--- src/rtl/n64_joybus_responder_pkg.sv ---
// Shared joybus constants for the responder and the sniffer: timing in microseconds,
// command codes, device identity and responder FSM encodings.
package n64_joybus_responder_pkg;

    // Timing, in microseconds; modules scale by their clocks-per-microsecond parameter.
    localparam int unsigned JB_IDLE_US         = 8;
    localparam int unsigned JB_SAMPLE_US       = 2;
    localparam int unsigned JB_LOW_TIMEOUT_US  = 16;
    localparam int unsigned JB_EDGE_TIMEOUT_US = 8;
    localparam int unsigned JB_GAP_US          = 3;
    localparam int unsigned JB_CELL_US         = 4;
    localparam int unsigned JB_BIT0_LOW_US     = 3;
    localparam int unsigned JB_BIT1_LOW_US     = 1;
    localparam int unsigned JB_STOP_LOW_US     = 2;

    localparam logic [7:0]  JB_CMD_INFO  = 8'h00;
    localparam logic [7:0]  JB_CMD_POLL  = 8'h01;
    localparam logic [7:0]  JB_CMD_RESET = 8'hFF;
    localparam logic [23:0] JB_DEV_ID    = 24'h050002;

    localparam int unsigned JB_POLL_BITS = 32;
    localparam int unsigned JB_ID_BITS   = 24;

    // Sniffer-side framing limits.
    localparam int unsigned JB_SNIFF_CMD_BITS      = 8;
    localparam int unsigned JB_SNIFF_MAX_RESP_BITS = 32;

    localparam logic [2:0] ST_IDLE    = 3'd0;
    localparam logic [2:0] ST_RX_CMD  = 3'd1;
    localparam logic [2:0] ST_RX_STOP = 3'd2;
    localparam logic [2:0] ST_GAP     = 3'd3;
    localparam logic [2:0] ST_TX      = 3'd4;
    localparam logic [2:0] ST_TX_STOP = 3'd5;

    // The transmitter shifts LSB first; MSB-first fields are reversed once up front.
    function automatic logic [23:0] bitrev24(input logic [23:0] v);
        logic [23:0] r;
        for (int i = 0; i < 24; i++) begin
            r[i] = v[23 - i];
        end
        return r;
    endfunction

endpackage

--- src/rtl/joybus_bit_tx.sv ---
// Generates one joybus bit cell (or the stop cell) as a registered open-drain enable;
// done marks the last cycle of the cell so a new start can follow back to back.
module joybus_bit_tx
    import n64_joybus_responder_pkg::*;
#(
    parameter int unsigned CLK_PER_US = 4
) (
    input  logic clk,
    input  logic rst,
    input  logic start,
    input  logic tx_bit,
    input  logic stop_mode,
    input  logic abort,
    output logic oe,
    output logic done
);

    localparam int unsigned CELL = JB_CELL_US * CLK_PER_US;
    localparam int unsigned CW   = $clog2(CELL);

    localparam logic [CW-1:0] LAST      = CW'(CELL - 1);
    localparam logic [CW-1:0] BIT0_LOW  = CW'(JB_BIT0_LOW_US * CLK_PER_US);
    localparam logic [CW-1:0] BIT1_LOW  = CW'(JB_BIT1_LOW_US * CLK_PER_US);
    localparam logic [CW-1:0] STOP_LOW  = CW'(JB_STOP_LOW_US * CLK_PER_US);

    logic [CW-1:0] cnt_q;
    logic [CW-1:0] low_len_q;
    logic [CW-1:0] low_len;
    logic          active_q;
    logic          oe_q;

    always_comb begin
        low_len = BIT0_LOW;
        if (stop_mode) begin
            low_len = STOP_LOW;
        end else if (tx_bit) begin
            low_len = BIT1_LOW;
        end
    end

    assign done = active_q && (cnt_q == LAST);
    assign oe   = oe_q;

    // Every cell starts pulled low; oe for cell cycle c is (c < low_len).
    always_ff @(posedge clk or posedge rst) begin
        if (rst) begin
            cnt_q     <= '0;
            low_len_q <= '0;
            active_q  <= 1'b0;
            oe_q      <= 1'b0;
        end else if (abort) begin
            cnt_q    <= '0;
            active_q <= 1'b0;
            oe_q     <= 1'b0;
        end else if (start) begin
            cnt_q     <= '0;
            low_len_q <= low_len;
            active_q  <= 1'b1;
            oe_q      <= 1'b1;
        end else if (done) begin
            cnt_q    <= '0;
            active_q <= 1'b0;
            oe_q     <= 1'b0;
        end else if (active_q) begin
            cnt_q <= cnt_q + CW'(1);
            oe_q  <= (cnt_q + CW'(1)) < low_len_q;
        end
    end

endmodule

--- src/rtl/n64_joybus_responder.sv ---
// N64 controller-side joybus responder: receives a console command byte and answers
// poll (0x01) with the 32-bit payload and info/reset (0x00/0xFF) with the device ID.
module n64_joybus_responder
    import n64_joybus_responder_pkg::*;
#(
    parameter int unsigned CLK_PER_US = 4
) (
    input  logic        CTRL_CLK,
    input  logic        CTRL_RST,
    input  logic        CTRL_i,
    output logic        CTRL_oe_o,
    input  logic        en_i,
    input  logic [31:0] ctrl_data_i,
    output logic        data_req_o,
    output logic        busy_o,
    output logic [7:0]  cmd_o
);

    localparam int unsigned TW = $clog2(JB_LOW_TIMEOUT_US * CLK_PER_US + 2);

    localparam logic [TW-1:0] IDLE_CYC    = TW'(JB_IDLE_US * CLK_PER_US);
    localparam logic [TW-1:0] SAMPLE_CYC  = TW'(JB_SAMPLE_US * CLK_PER_US);
    localparam logic [TW-1:0] LOW_TO_CYC  = TW'(JB_LOW_TIMEOUT_US * CLK_PER_US);
    localparam logic [TW-1:0] EDGE_TO_CYC = TW'(JB_EDGE_TIMEOUT_US * CLK_PER_US);
    localparam logic [TW-1:0] GAP_LAST    = TW'(JB_GAP_US * CLK_PER_US - 1);
    localparam logic [5:0]    POLL_LEN    = 6'(JB_POLL_BITS);
    localparam logic [5:0]    ID_LEN      = 6'(JB_ID_BITS);

    logic [2:0]    state_q, state_d;
    logic          line_q;
    logic [TW-1:0] idle_cnt_q, idle_cnt_d;
    logic [TW-1:0] timer_q, timer_d;
    logic [TW-1:0] low_cnt_q, low_cnt_d;
    logic [TW-1:0] gap_cnt_q, gap_cnt_d;
    logic          edge_seen_q, edge_seen_d;
    logic [2:0]    bit_cnt_q, bit_cnt_d;
    logic [7:0]    cmd_sr_q, cmd_sr_d;
    logic [7:0]    cmd_q, cmd_d;
    logic          data_req_q, data_req_d;
    logic          busy_q, busy_d;
    logic [31:0]   tx_word_q, tx_word_d;
    logic [5:0]    tx_idx_q, tx_idx_d;
    logic [5:0]    tx_len_q, tx_len_d;

    logic          fall;
    logic          rx_active;
    logic          sample;
    logic [31:0]   tx_src;
    logic          tx_start;
    logic          tx_bit;
    logic          tx_stop;
    logic          tx_abort;
    logic          tx_oe;
    logic          tx_done;

    assign fall      = line_q & ~CTRL_i;
    assign rx_active = (state_q == ST_RX_CMD) || (state_q == ST_RX_STOP);
    assign sample    = edge_seen_q && (timer_q == SAMPLE_CYC);
    assign tx_src    = (cmd_q == JB_CMD_POLL) ? ctrl_data_i : {8'h00, bitrev24(JB_DEV_ID)};

    always_comb begin
        state_d     = state_q;
        idle_cnt_d  = idle_cnt_q;
        timer_d     = timer_q;
        low_cnt_d   = low_cnt_q;
        gap_cnt_d   = gap_cnt_q;
        edge_seen_d = edge_seen_q;
        bit_cnt_d   = bit_cnt_q;
        cmd_sr_d    = cmd_sr_q;
        cmd_d       = cmd_q;
        data_req_d  = 1'b0;
        tx_word_d   = tx_word_q;
        tx_idx_d    = tx_idx_q;
        tx_len_d    = tx_len_q;
        tx_start    = 1'b0;
        tx_bit      = 1'b0;
        tx_stop     = 1'b0;
        tx_abort    = 1'b0;

        case (state_q)
            ST_IDLE: begin
                if (!CTRL_i) begin
                    idle_cnt_d = '0;
                end else if (idle_cnt_q < IDLE_CYC) begin
                    idle_cnt_d = idle_cnt_q + TW'(1);
                end
                if (fall && (idle_cnt_q >= IDLE_CYC)) begin
                    state_d     = ST_RX_CMD;
                    idle_cnt_d  = '0;
                    timer_d     = TW'(1);
                    low_cnt_d   = TW'(1);
                    edge_seen_d = 1'b1;
                    bit_cnt_d   = '0;
                    cmd_sr_d    = '0;
                end
            end
            ST_RX_CMD: begin
                if (sample) begin
                    edge_seen_d = 1'b0;
                    cmd_sr_d    = {cmd_sr_q[6:0], CTRL_i};
                    bit_cnt_d   = bit_cnt_q + 3'd1;
                    if (bit_cnt_q == 3'd7) begin
                        state_d = ST_RX_STOP;
                    end
                end
            end
            ST_RX_STOP: begin
                if (sample) begin
                    edge_seen_d = 1'b0;
                    state_d     = ST_IDLE;
                    if (CTRL_i) begin
                        case (cmd_sr_q)
                            JB_CMD_POLL: begin
                                cmd_d      = cmd_sr_q;
                                data_req_d = 1'b1;
                                gap_cnt_d  = '0;
                                state_d    = ST_GAP;
                            end
                            JB_CMD_INFO, JB_CMD_RESET: begin
                                cmd_d     = cmd_sr_q;
                                gap_cnt_d = '0;
                                state_d   = ST_GAP;
                            end
                            default: state_d = ST_IDLE;
                        endcase
                    end
                end
            end
            ST_GAP: begin
                gap_cnt_d = gap_cnt_q + TW'(1);
                // First cell is launched on the last gap cycle so the line drops right at 3U.
                if (gap_cnt_q == GAP_LAST) begin
                    state_d   = ST_TX;
                    tx_word_d = tx_src;
                    tx_len_d  = (cmd_q == JB_CMD_POLL) ? POLL_LEN : ID_LEN;
                    tx_idx_d  = 6'd1;
                    tx_start  = 1'b1;
                    tx_bit    = tx_src[0];
                end
            end
            ST_TX: begin
                if (tx_done) begin
                    tx_start = 1'b1;
                    if (tx_idx_q < tx_len_q) begin
                        tx_bit   = tx_word_q[tx_idx_q[4:0]];
                        tx_idx_d = tx_idx_q + 6'd1;
                    end else begin
                        tx_stop = 1'b1;
                        state_d = ST_TX_STOP;
                    end
                end
            end
            ST_TX_STOP: begin
                if (tx_done) begin
                    state_d = ST_IDLE;
                end
            end
            default: state_d = ST_IDLE;
        endcase

        // Shared receive timing: restart the bit timer on each edge and abandon stalled frames.
        if (rx_active) begin
            timer_d   = timer_q + TW'(1);
            low_cnt_d = CTRL_i ? '0 : low_cnt_q + TW'(1);
            if (fall) begin
                timer_d     = TW'(1);
                edge_seen_d = 1'b1;
            end
            if ((low_cnt_q > LOW_TO_CYC) || (timer_q > EDGE_TO_CYC)) begin
                state_d = ST_IDLE;
            end
        end

        if (!en_i && ((state_q == ST_GAP) || (state_q == ST_TX) || (state_q == ST_TX_STOP))) begin
            state_d  = ST_IDLE;
            tx_start = 1'b0;
            tx_abort = 1'b1;
        end

        busy_d = (state_d != ST_IDLE);
    end

    always_ff @(posedge CTRL_CLK or posedge CTRL_RST) begin
        if (CTRL_RST) begin
            state_q     <= ST_IDLE;
            line_q      <= 1'b0;
            idle_cnt_q  <= '0;
            timer_q     <= '0;
            low_cnt_q   <= '0;
            gap_cnt_q   <= '0;
            edge_seen_q <= 1'b0;
            bit_cnt_q   <= '0;
            cmd_sr_q    <= '0;
            cmd_q       <= '0;
            data_req_q  <= 1'b0;
            busy_q      <= 1'b0;
            tx_word_q   <= '0;
            tx_idx_q    <= '0;
            tx_len_q    <= '0;
        end else begin
            state_q     <= state_d;
            line_q      <= CTRL_i;
            idle_cnt_q  <= idle_cnt_d;
            timer_q     <= timer_d;
            low_cnt_q   <= low_cnt_d;
            gap_cnt_q   <= gap_cnt_d;
            edge_seen_q <= edge_seen_d;
            bit_cnt_q   <= bit_cnt_d;
            cmd_sr_q    <= cmd_sr_d;
            cmd_q       <= cmd_d;
            data_req_q  <= data_req_d;
            busy_q      <= busy_d;
            tx_word_q   <= tx_word_d;
            tx_idx_q    <= tx_idx_d;
            tx_len_q    <= tx_len_d;
        end
    end

    joybus_bit_tx #(
        .CLK_PER_US(CLK_PER_US)
    ) u_bit_tx (
        .clk       (CTRL_CLK),
        .rst       (CTRL_RST),
        .start     (tx_start),
        .tx_bit    (tx_bit),
        .stop_mode (tx_stop),
        .abort     (tx_abort),
        .oe        (tx_oe),
        .done      (tx_done)
    );

    // Enable gates the registered drive directly so dropping it releases the line at once.
    assign CTRL_oe_o  = tx_oe & en_i;
    assign data_req_o = data_req_q;
    assign busy_o     = busy_q;
    assign cmd_o      = cmd_q;

endmodule

--- config.mk ---
export PLATFORM = sky130hd
export DESIGN_NAME = n64_joybus_responder
export DESIGN_NICKNAME = d
export VERILOG_FILES = /design/src/rtl/n64_joybus_responder_pkg.sv /design/src/rtl/joybus_bit_tx.sv /design/src/rtl/n64_joybus_responder.sv
export SDC_FILE = /design/constraint.sdc
export NUM_CORES = 1
export LEC_CHECK = 0
export CORE_ASPECT_RATIO = 0.5
export CORE_MARGIN = 2
export CORE_UTILIZATION = 30
export CTS_BUF_LIST = sky130_fd_sc_hd__clkbuf_4 sky130_fd_sc_hd__clkbuf_8
export CTS_CLUSTER_DIAMETER = 60
export CTS_CLUSTER_SIZE = 14
export DETAILED_ROUTE_END_ITERATION = 8
export PLACE_DENSITY = 0.52
export RECOVER_POWER = 100
export SYNTH_ARGS = -nofsm -noshare
export SYNTH_HDL_FRONTEND = slang
export SYNTH_HIERARCHICAL = 1
export SYNTH_SLANG_ARGS = --single-unit
--- constraint.sdc ---
create_clock -name CTRL_CLK -period 3.8 [get_ports CTRL_CLK]
set_input_delay 0.76 -clock CTRL_CLK [delete_from_list [all_inputs] [get_ports CTRL_CLK]]
set_output_delay 0.76 -clock CTRL_CLK [all_outputs]
set_load 0.01 [all_outputs]
==> metrics.md, run 1 <==
| Metric | Value |
|---|---|
| Met1 GRT Util | 17.4% |
| Vias in the first global route | 3,745 |
| Die area | 18,100 um^2 |
| DP Worst Slack | 0.699 ns |
| Worst-Skew Late Latency | 0.38 ns |
| CTS Sinks | 102 |
| CP Max Fanout | 9 |
| VDD IR-drop max | 0.163 mV |
| First-pass DRT Iterations | 4 |
| CORE AREA | 16,500 um^2 |
| Initial antenna violation count | 0 |
| Final slew viol count | 47 |
| Die H | 96.1 um |
| Sequential share of the synthesized area | 50.1% |
| EDFF count, synth | 0 |
| Mapped cell area | 5090 um^2 |
| P&R area growth vs syn | 17.0% |
| Number of remaining DRC errors | 0 |
| Root buffer cell | clkbuf_8 |
| Share of flip-flops with an asynchronous set or reset | 100% |
| CP Launch Type | register |
| Synth warnings | 6 |
| Grt ovf | 0 |
| Largest net degree at the start of global routing | 47 |
| Final worst slack | 0.890 ns |
| Share of layout cells above drive strength 1 | 7.68% |
| Final Hold Viols | 0 |
| R2r setup slk | 0.89 ns |
| Crit Path Category | register to register |
| Postcts setup bufs | 0 |
| WL/cell | 14.5 um |
| Max Buffers Root-to-Sink | 2 |
| Failing checks | max-capacitance violations, max-slew violations |
| Global route hottest layer | met2 |
| Worst relative slew slack | -39.4% |
| Crit path capture type | register |
| CP arrival | 3.18 ns |
| Met2 Use GR | 21.3% |
| Gate Count Post-Synth | 489 |
| Setup violators final | 0 |
| Reg clk slew, reported paths | 0.11 ns |
| Ant. Diodes | 0 |
| Worst hold slack | 0.506 ns |
| Initial drt markers | 202 |
| Final WL | 11,000 um |
| Placed wire-length estimate | 7750 um |
| HP Class | register to register |
| Avg Vias per Cell | 4.98 |
| Synth unique cells | 61 |
| CP Data Required Time | 4.07 ns |
| Placer Congestion | 0.763 |
| Post-Syn Nets | 539 |
| Top_reg_cell synth | dfrtp_1 |
| Num CTS Buffers | 9 |
| RSZ-0062 raised after global routing | no |
| Nets | 579 |
| Status | finished, violations left |
| F_max | 0.344 GHz |
| H-tree depth | 3 |
| Via count | 3,786 |
| Hold buffers post-CTS | 0 |
| Initial Util | 30.9% |
| CTS tree | done |
| Total negative slack | 0 ns |
| Placed Cells | 745 |
| First-pass GRT wire length | 18,800 um |
| Crit path time final | 2.91 ns |
| Met3 usage | 3.46% |
| Most frequent cells in the layout | dfrtp_1 (102), nand2_1 (66), a22o_1 (33), clkdlybuf4s50_1 (33), nor2_1 (29) |
| Worst slew pin tran | 2.08 ns |
| Pwr Density | 428 nW/um^2 |
| Die W | 188 um |
| Antenna Nets Post-Route | 0 |
| Avg Cell Area, Syn | 10.4 um^2 |
| Worst clock skew | 0.0189 ns |
| I/O Buffers | 46 |
| Commonest non-fill, non-tap cell in the layout | dfrtp_1 |
| Leakage | 0.00265 uW |
| Finished Layout Cells | 761 |
| Crit share post-route | 76.6% |
| GR Util All Layers | 13.1% |
| Row Count | 33 |
| Num ports | 47 |
| Max Cap Viol | 1 |
| PostCTS Resize Cnt | 0 |
| Flops & latches, synth | 102 |
## Yosys cell counts (2+ instances only)
cell,number,share of area (%)
mux2_2,3,0.66
xnor2_1,5,0.86
and4_1,3,0.52
a21o_1,2,0.29
and3_1,8,0.98
nand3b_1,4,0.59
nor2_1,29,2.1
ha_1,14,3.4
buf_6,2,0.44
o22a_1,3,0.52
o31ai_1,5,0.74
nor3b_1,3,0.44
o22ai_1,2,0.25
dfrtp_1,102,50
a21boi_0,3,0.44
a31oi_1,3,0.37
xor2_1,8,1.4
a21oi_1,11,1.1
or2_2,3,0.37
and2_1,6,0.74
nand2b_1,8,0.98
clkbuf_1,16,1.2
nor3_1,4,0.39
a41oi_1,2,0.34
nand3_1,28,2.8
a22o_1,33,5.7
o21ai_0,26,2.6
mux4_2,8,3.5
nor4_1,5,0.61
nand2_1,66,4.9
or2b_1,3,0.44
or3_1,5,0.61
mux2i_1,9,1.8
nor2b_1,4,0.49
inv_1,19,1.4
nand4_1,5,0.61
buf_2,5,0.49
## sequential cells by signal, summed over array words and instances (netlist names), 3 cells and up
signal,count
tx_idx_q,6
gap_cnt_q,7
bit_cnt_q,3
timer_q,7
low_cnt_q,7
cmd_o,8
u_bit_tx/cnt_q,4
state_q,3
tx_word_q,32
cmd_sr_q,8
idle_cnt_q,7
## critical path, stage by stage, from the launching register on
cell,delay [ns]
dfrtp_1,0.40
ha_1,0.23
nand2_1,0.10
nor2_1,0.23
nand4bb_1,0.25
a311oi_1,0.91
o21ai_0,0.22
o2bb2ai_1,0.22
nor3b_1,0.20
a21oi_1,0.06
## stage by stage
stage          cell area, um^2  utilization [%]  power, uW
2_1_floorplan             5090                -       1720
3_3_place_gp              5780             35.1       1880
3_5_place_dp              5780             35.1       1890
4_1_cts                   5980             36.3       2600
5_1_grt                   5960             36.2       2740
6_report                  5960             36.2       2550
## where the power goes
| part | switching [uW] | internal [uW] | total, uW |
|---|---|---|---|
| logic | 263 | 246 | 509 |
| registers | 143 | 1200 | 1350 |
| clock network | 431 | 261 | 692 |
| total | 838 | 1710 | 2550 |
## final cells by class
| cell class | instances | area (um^2) |
|---|---|---|
| Inverter | 19 | 72.6 |
| Timing Repair Buffer | 53 | 499 |
| Fill cell | 1640 | 10500 |
| Multi-Input combinational cell | 344 | 2350 |
| Sequential cell | 102 | 2550 |
| Clock buffer | 9 | 124 |
| Tap cell | 227 | 284 |
| Clock inverter | 7 | 78.8 |
## per-layer routing
| metal | part of all wire (%) | wire length (um) |
|---|---|---|
| met1 | 51 | 5670 |
| met4 | 0.60 | 66 |
| met3 | 2.9 | 321 |
| met5 | 0 | 0 |
| met2 | 45 | 4990 |
## logic make-up after synthesis
kind of cell	share of synthesized area (%)
adder cells (fa/ha/maj)	3.44
XOR/XNOR	2.24
buffers and inverters	3.66
AO/OA/AOI/OAI	15.2
flip-flops	50.1
multiplexers	5.97
AND/OR/NAND/NOR	19.4
## worst paths after layout
| kind | cells past startpoint | start | endpoint |
|---|---|---|---|
| worst min-delay path | 2 | u_bit_tx/low_len_q[2]$_DFFE_PP0P_ | u_bit_tx/low_len_q[2]$_DFFE_PP0P_ |
| worst max-delay path | 9 | u_bit_tx/cnt_q[0]$_DFFE_PP0P_ | u_bit_tx/low_len_q[3]$_DFFE_PP0P_ |
| max in group asynchronous | 3 | CTRL_RST | edge_seen_q$_DFF_PP0_ |
| worst min register to register | 2 | u_bit_tx/low_len_q[2]$_DFFE_PP0P_ | u_bit_tx/low_len_q[2]$_DFFE_PP0P_ |
| worst max register to register | 9 | u_bit_tx/cnt_q[0]$_DFFE_PP0P_ | u_bit_tx/low_len_q[3]$_DFFE_PP0P_ |
| min in group asynchronous | 2 | CTRL_RST | u_bit_tx/oe$_DFFE_PP0P_ |
No activity file was read; power rests on OpenSTA's default activity.
==> inputs of run 2 (changes only) <==
==> constraint.sdc (replaced) <==
create_clock -name CTRL_CLK -period 2.8 [get_ports CTRL_CLK]
set_input_delay 0.56 -clock CTRL_CLK [delete_from_list [all_inputs] [get_ports CTRL_CLK]]
set_output_delay 0.56 -clock CTRL_CLK [all_outputs]
set_load 0.01 [all_outputs]
==> metrics.md, run 2 (synthesis gave the netlist of run 1 again) <==
| Metric | Value |
|---|---|
| Initial antenna violation count | 0 (unchanged) |
| Total power | 3610 uW (+42%) |
| Final WL | 10,900 um (-1.7%) |
| Share of layout cells above drive strength 1 | 8.97% (+1.3 points) |
| P&R area growth vs syn | 19.0% |
| Met1 WL | 5470 um (-3.5%) |
| VDD IR-drop max | 0.231 mV (+41%) |
| PostCTS Resize Cnt | 0 (unchanged) |
| Avg Vias per Cell | 4.82 (-3.1%) |
| Pwr Density | 596 nW/um^2 (+39%) |
| Psw | 1090 uW (+30%) |
| GR Util All Layers | 12.8% (-0.23 points) |
| Top Metal Used | met4 |
| CP Launch Type | primary input |
| Final Hold Viols | 0 (unchanged) |
| Clock group share of total power | 29.6% (+2.4 points) |
| F_max | 0.410 GHz |
| Die H | 96.1 um (unchanged) |
| Final slew viol count | 0 (-100%) |
| Antenna Nets Post-Route | 0 (unchanged) |
| Int Pwr | 2530 uW (+48%) |
| Placed wire-length estimate | 7560 um (-2.4%) |
| HP Class | register to register |
| CTS Sinks | 102 (unchanged) |
| Crit Path Category | primary input to output port |
| Number of remaining DRC errors | 0 (unchanged) |
| H-tree depth | 3 (unchanged) |
| Commonest non-fill, non-tap cell in the layout | dfrtp_1 |
| Row Count | 33 (unchanged) |
| Num CTS Buffers | 9 (unchanged) |
| Nets | 591 (+2.1%) |
| Max Buffers Root-to-Sink | 2 (unchanged) |
| Final worst slack | 0.364 ns (-0.526 ns) |
| Root buffer cell | clkbuf_8 |
| Leakage | 0.00270 uW (+2.1%) |
| RSZ-0062 raised after global routing | no |
| Max reg flops | 32 (unchanged) |
| Largest net degree at the start of global routing | 95 (+100%) |
| First-pass DRT Iterations | 4 (unchanged) |
| Via count | 3,728 (-1.5%) |
| Worst relative slew slack | 11.8% (+51 points) |
| I/O Buffers | 46 (unchanged) |
| WL/cell | 14.0 um (-3.2%) |
| Most frequent cells in the layout | dfrtp_1 (102), nand2_1 (66), a22o_1 (33), clkdlybuf4s50_1 (33), nor2_1 (29) |
| Grt ovf | 0 (unchanged) |
| DP Worst Slack | 0.210 ns (-0.489 ns) |
| Worst hold slack | 0.492 ns (-0.0135 ns) |
| DR WL met2 | 4810 um (-3.4%) |
| Crit path time final | 2.44 ns |
| Switch share | 30.1% (-2.8 points) |
| CP arrival | 1.88 ns (-1.30 ns) |
| Largest Register | tx_word_q |
| Crit share post-route | 87.0% |
| Postcts setup bufs | 0 (unchanged) |
| Worst clock skew | 0.00708 ns (-0.0118 ns) |
| Die area | 18,100 um^2 (unchanged) |
| CORE AREA | 16,500 um^2 (unchanged) |
| Reg clk slew, reported paths | 0.10 ns (about the same) |
| Placer Congestion | 0.802 (+5.1%) |
| First-pass GRT wire length | 18,500 um (-1.5%) |
| Filler cell count in the final layout | 1,653 (+0.79%) |
| CP Data Required Time | 2.24 ns (-1.83 ns) |
| Vias in the first global route | 3,603 (-3.8%) |
| Initial Util | 30.9% (unchanged) |
| Initial drt markers | 129 (-36%) |
| Setup violators final | 0 (unchanged) |
| R2r setup slk | 0.45 ns (-0.44 ns) |
| CP Max Fanout | 5 (-4) |
| Crit path capture type | output port |
| Num ports | 47 (unchanged) |
| Die W | 188 um (unchanged) |
| Combinational Power Share | 20.8% (+0.8 points) |
| Seq pwr share | 49.6% (-3.3 points) |
| Worst slew pin tran | 1.32 ns (-0.756 ns) |
| CTS tree | done |
| Total negative slack | 0 ns (unchanged) |
| Hold buffers post-CTS | 0 (unchanged) |
| Worst-Skew Late Latency | 0.37 ns (about the same) |
| Met3 wire len | 397 um (+24%) |
| Ant. Diodes | 0 (unchanged) |
| Max Cap Viol | 0 (-1) |
| Status | complete, no violations |
==> run 2: per-layer routing <==
layer	up-vias	global-route usage, %
li1	1861	-
met1	1796	17.2
met2	58	20.5
met3	13	3.35
met4	0	4.07
met5	-	0
==> run 2: worst max-delay path, cell delays in order <==
cell,delay [ns]
dlygate4sd3_1,0.64
and2_1,0.15
clkdlybuf4s50_1,0.52
==> run 2: power by group through the flow <==
| stage | Sequential, uW | Clock [uW] | Combinational (uW) |
|---|---|---|---|
| floorplan | 1780 | 0 | 552 |
| global placement | 1820 | 0 | 768 |
| detailed placement | 1820 | 0 | 786 |
| CTS | 1800 | 1110 | 787 |
| global route | 1820 | 1170 | 863 |
| finish | 1790 | 1070 | 751 |
==> run 2: final timing paths <==
path / depth (start not counted) / to / startpoint
worst max-delay path: 3 / CTRL_oe_o / en_i
worst min-delay path: 2 / u_bit_tx/low_len_q[2]$_DFFE_PP0P_ / u_bit_tx/low_len_q[2]$_DFFE_PP0P_
worst max register to register: 9 / tx_idx_q[4]$_DFFE_PP0P_ / u_bit_tx/cnt_q[0]$_DFFE_PP0P_
worst min register to register: 2 / u_bit_tx/low_len_q[2]$_DFFE_PP0P_ / u_bit_tx/low_len_q[2]$_DFFE_PP0P_
max in group asynchronous: 3 / tx_word_q[0]$_DFFE_PP0P_ / CTRL_RST
min in group asynchronous: 2 / u_bit_tx/cnt_q[0]$_DFFE_PP0P_ / CTRL_RST
==> run 2: final cells by class <==
class | instances | area [um^2] | area share (%)
flip-flops and latches | 102 | 2550 | 42.1
multi-input cells | 344 | 2350 | 38.7
repair buffers | 65 | 572 | 9.43
well taps | 227 | 284 | 4.69
clock buffers | 10 | 138 | 2.27
clock inverters | 6 | 93.8 | 1.55
inverters | 19 | 75.1 | 1.24
==> run 2: metrics by stage <==
stage | cells | instance area, um^2 | utilization (%)
floorplan | 489 | 5100 | -
global placement | 757 | 5880 | 35.7
detailed placement | 757 | 5880 | 35.7
CTS | 773 | 6110 | 37.1
global route | 773 | 6060 | 36.8
finish | 773 | 6060 | 36.8
==> inputs of run 3 (changes only) <==
--- a/config.mk
+++ b/config.mk
@@ -5,7 +5,6 @@
 export SDC_FILE = /design/constraint.sdc
 export NUM_CORES = 1
 export LEC_CHECK = 0
-export CORE_ASPECT_RATIO = 0.5
 export CORE_MARGIN = 2
 export CORE_UTILIZATION = 30
 export CTS_BUF_LIST = sky130_fd_sc_hd__clkbuf_4 sky130_fd_sc_hd__clkbuf_8
@@ -18,3 +17,4 @@
 export SYNTH_HDL_FRONTEND = slang
 export SYNTH_HIERARCHICAL = 1
 export SYNTH_SLANG_ARGS = --single-unit
+export TNS_END_PERCENT = 30
==> metrics.md, run 3 (synthesis gave the netlist of run 1 again) <==
| Metric | Value |
|---|---|
| Die area | 18,000 um^2 (-0.35%) |
| Initial drt markers | 276 (+110%) |
| Placed wire-length estimate | 7720 um (+2.0%) |
| Leakage | 0.00269 uW (-0.67%) |
| Int Pwr | 2330 uW (-7.8%) |
| Postcts setup bufs | 0 (unchanged) |
| F_max | 0.407 GHz (-0.74%) |
| Placed Cells | 748 (-1.2%) |
| Hold endpoint | u_bit_tx/low_len_q[2]$_DFFE_PP0P_ |
| Crit share post-route | 87.7% (+0.65 points) |
| Largest Register | tx_word_q |
| Grt ovf | 0 (unchanged) |
| WL/cell | 14.4 um (+2.2%) |
| Total negative slack | 0 ns (unchanged) |
| First-pass DRT Iterations | 4 (unchanged) |
| Switch share | 32.7% (+2.6 points) |
| CP Max Fanout | 5 (unchanged) |
| Crit Path Category | primary input to output port |
| Vias in the first global route | 3,893 (+8.0%) |
| Via count | 3,801 (+2.0%) |
| Seq pwr share | 52.5% (+2.9 points) |
| Worst slew pin tran | 1.29 ns (-0.0317 ns) |
| I/O Buffers | 46 (unchanged) |
| Status | complete, no violations |
| CTS Sinks | 102 (unchanged) |
| H-tree depth | 3 (unchanged) |
| Final slew viol count | 0 (unchanged) |
| Antenna Nets Post-Route | 0 (unchanged) |
| Crit path capture type | output port |
| Global route hottest layer | met2 |
| Met1 GRT Util | 17.4% (+0.20 points) |
| Share of layout cells above drive strength 1 | 8.82% (-0.15 points) |
| Reg2reg path depth | 6 (-3) |
| R2r setup slk | 0.42 ns (-0.03 ns) |
| Setup violators final | 0 (unchanged) |
| Pwr Density | 576 nW/um^2 (-3.3%) |
| CTS tree | done |
| Crit path time final | 2.45 ns (+0.0182 ns) |
| Placer Congestion | 0.764 (-4.8%) |
| Number of remaining DRC errors | 0 (unchanged) |
| CP Data Required Time | 2.24 ns (about the same) |
| Finished Cell Area | 6000 um^2 (-0.95%) |
| Initial antenna violation count | 0 (unchanged) |
| Nets | 589 (-0.34%) |
| GR Util All Layers | 12.8% (about the same) |
| CP arrival | 1.89 ns (about the same) |
| Worst relative slew slack | 13.9% (+2.1 points) |
| Max Buffers Root-to-Sink | 2 (unchanged) |
| Area after DPL | 5860 um^2 (-0.40%) |
| Final WL | 11,000 um (+1.0%) |
| CP Launch Type | primary input |
| Reg clk slew, reported paths | 0.11 ns (about the same) |
| Initial Util | 30.7% (-0.20 points) |
| Worst-Skew Late Latency | 0.38 ns (about the same) |
| Final Hold Viols | 0 (unchanged) |
| Met2 Use GR | 20.8% (+0.30 points) |
| Die H | 134 um (+40%) |
| Avg Vias per Cell | 4.98 (+3.2%) |
| Hold buffers post-CTS | 0 (unchanged) |
| Worst clock skew | 0.0168 ns (+0.00972 ns) |
| RSZ-0062 raised after global routing | no |
| Max Cap Viol | 0 (unchanged) |
| Commonest non-fill, non-tap cell in the layout | dfrtp_1 |
| Largest net degree at the start of global routing | 95 (unchanged) |
| P&R area growth vs syn | 17.9% |
| PostCTS Resize Cnt | 0 (unchanged) |
| Num ports | 47 (unchanged) |
| Max reg flops | 32 (unchanged) |
| Psw | 1130 uW (+4.2%) |
| Ant. Diodes | 0 (unchanged) |
| Filler cell count in the final layout | 1,676 (+1.4%) |
| FF-to-FF End | tx_word_q[5]$_DFFE_PP0P_ |
| Finished Layout Cells | 764 (-1.2%) |
| CORE AREA | 16,600 um^2 (+0.66%) |
| Die W | 134 um (-29%) |
| Root buffer cell | clkbuf_8 |
| Final core occ | 36.2% (-0.59 points) |
| Met3 usage | 2.80% (-0.56 points) |
| Num CTS Buffers | 9 (unchanged) |
| First-pass GRT wire length | 18,800 um (+1.5%) |
| Depth of the worst hold-timing path | 2 (unchanged) |
| Worst r2r src | state_q[1]$_DFF_PP0_ |
| Combinational Power Share | 21.0% (+0.2 points) |
| VDD IR-drop max | 0.218 mV (-5.5%) |
| Hold path startpoint | u_bit_tx/low_len_q[2]$_DFFE_PP0P_ |
| Most frequent cells in the layout | dfrtp_1 (102), nand2_1 (66), a22o_1 (33), clkdlybuf4s50_1 (33), nor2_1 (29) |
| Clock group share of total power | 26.5% (-3.1 points) |
| HP Class | register to register |
| Row Count | 47 (+42%) |
[run 3: changes by cell type in the layout (fill, tap and decap cells not counted), sizes merged]
cell	change
inv	+2
clkbuf	-5
buf	+2
bufinv	-2
clkinvlp	-1
clkinv	+2
[run 3: critical path, cell delays in order]
cell and delay, ns:
dlygate4sd3_1 0.65, and2_1 0.16, clkdlybuf4s50_1 0.52
[run 3: how the worst max path moves through the flow]
stage	slack [ns]	from	cells after the start	end
2_1_floorplan	0.56	gap_cnt_q[4]$_DFFE_PP0P_	8	u_bit_tx/cnt_q[3]$_DFFE_PP0P_
3_3_place_gp	0.19	CTRL_i	6	cmd_o[7]$_DFFE_PP0P_
3_5_place_dp	0.15	CTRL_i	6	cmd_o[7]$_DFFE_PP0P_
4_1_cts	0.40	en_i	3	CTRL_oe_o
5_1_grt	0.18	gap_cnt_q[4]$_DFFE_PP0P_	6	tx_word_q[5]$_DFFE_PP0P_
6_report	0.35	en_i	3	CTRL_oe_o
[run 3: metrics by stage]
stage / setup slack [ns] / hold slack, ns / total power (uW)
2_1_floorplan: 0.565 / 0.376 / 2330
3_3_place_gp: 0.186 / 0.469 / 2570
3_5_place_dp: 0.150 / 0.480 / 2600
4_1_cts: 0.399 / 0.504 / 3530
5_1_grt: 0.181 / 0.530 / 3700
6_report: 0.346 / 0.493 / 3460
[run 3: area by class of cell]
class                      instances  area (um^2)  area share (%)
clock buffer                       9          124            2.06
clock inverter                     7         67.6            1.13
inverter                          19         75.1            1.25
multi-input combinational        344         2340            39.0
sequential                       102         2550            42.5
tap                              220          275            4.58
timing repair buffer              63          569            9.48
[run 3: power by group through the flow]
stage | combinational, uW | sequential [uW] | clock (uW)
final | 727 | 1820 | 916
after global routing | 834 | 1850 | 1010
after CTS | 760 | 1820 | 956
after detailed placement | 755 | 1850 | 0
after global placement | 734 | 1840 | 0
after floorplan | 552 | 1780 | 0
[run 3: per-layer routing]
metal | share of wire, % | wire (um)
met2 | 47 | 5160
met4 | 1.2 | 127
met1 | 49 | 5320
met5 | 0 | 0
met3 | 3.2 | 353
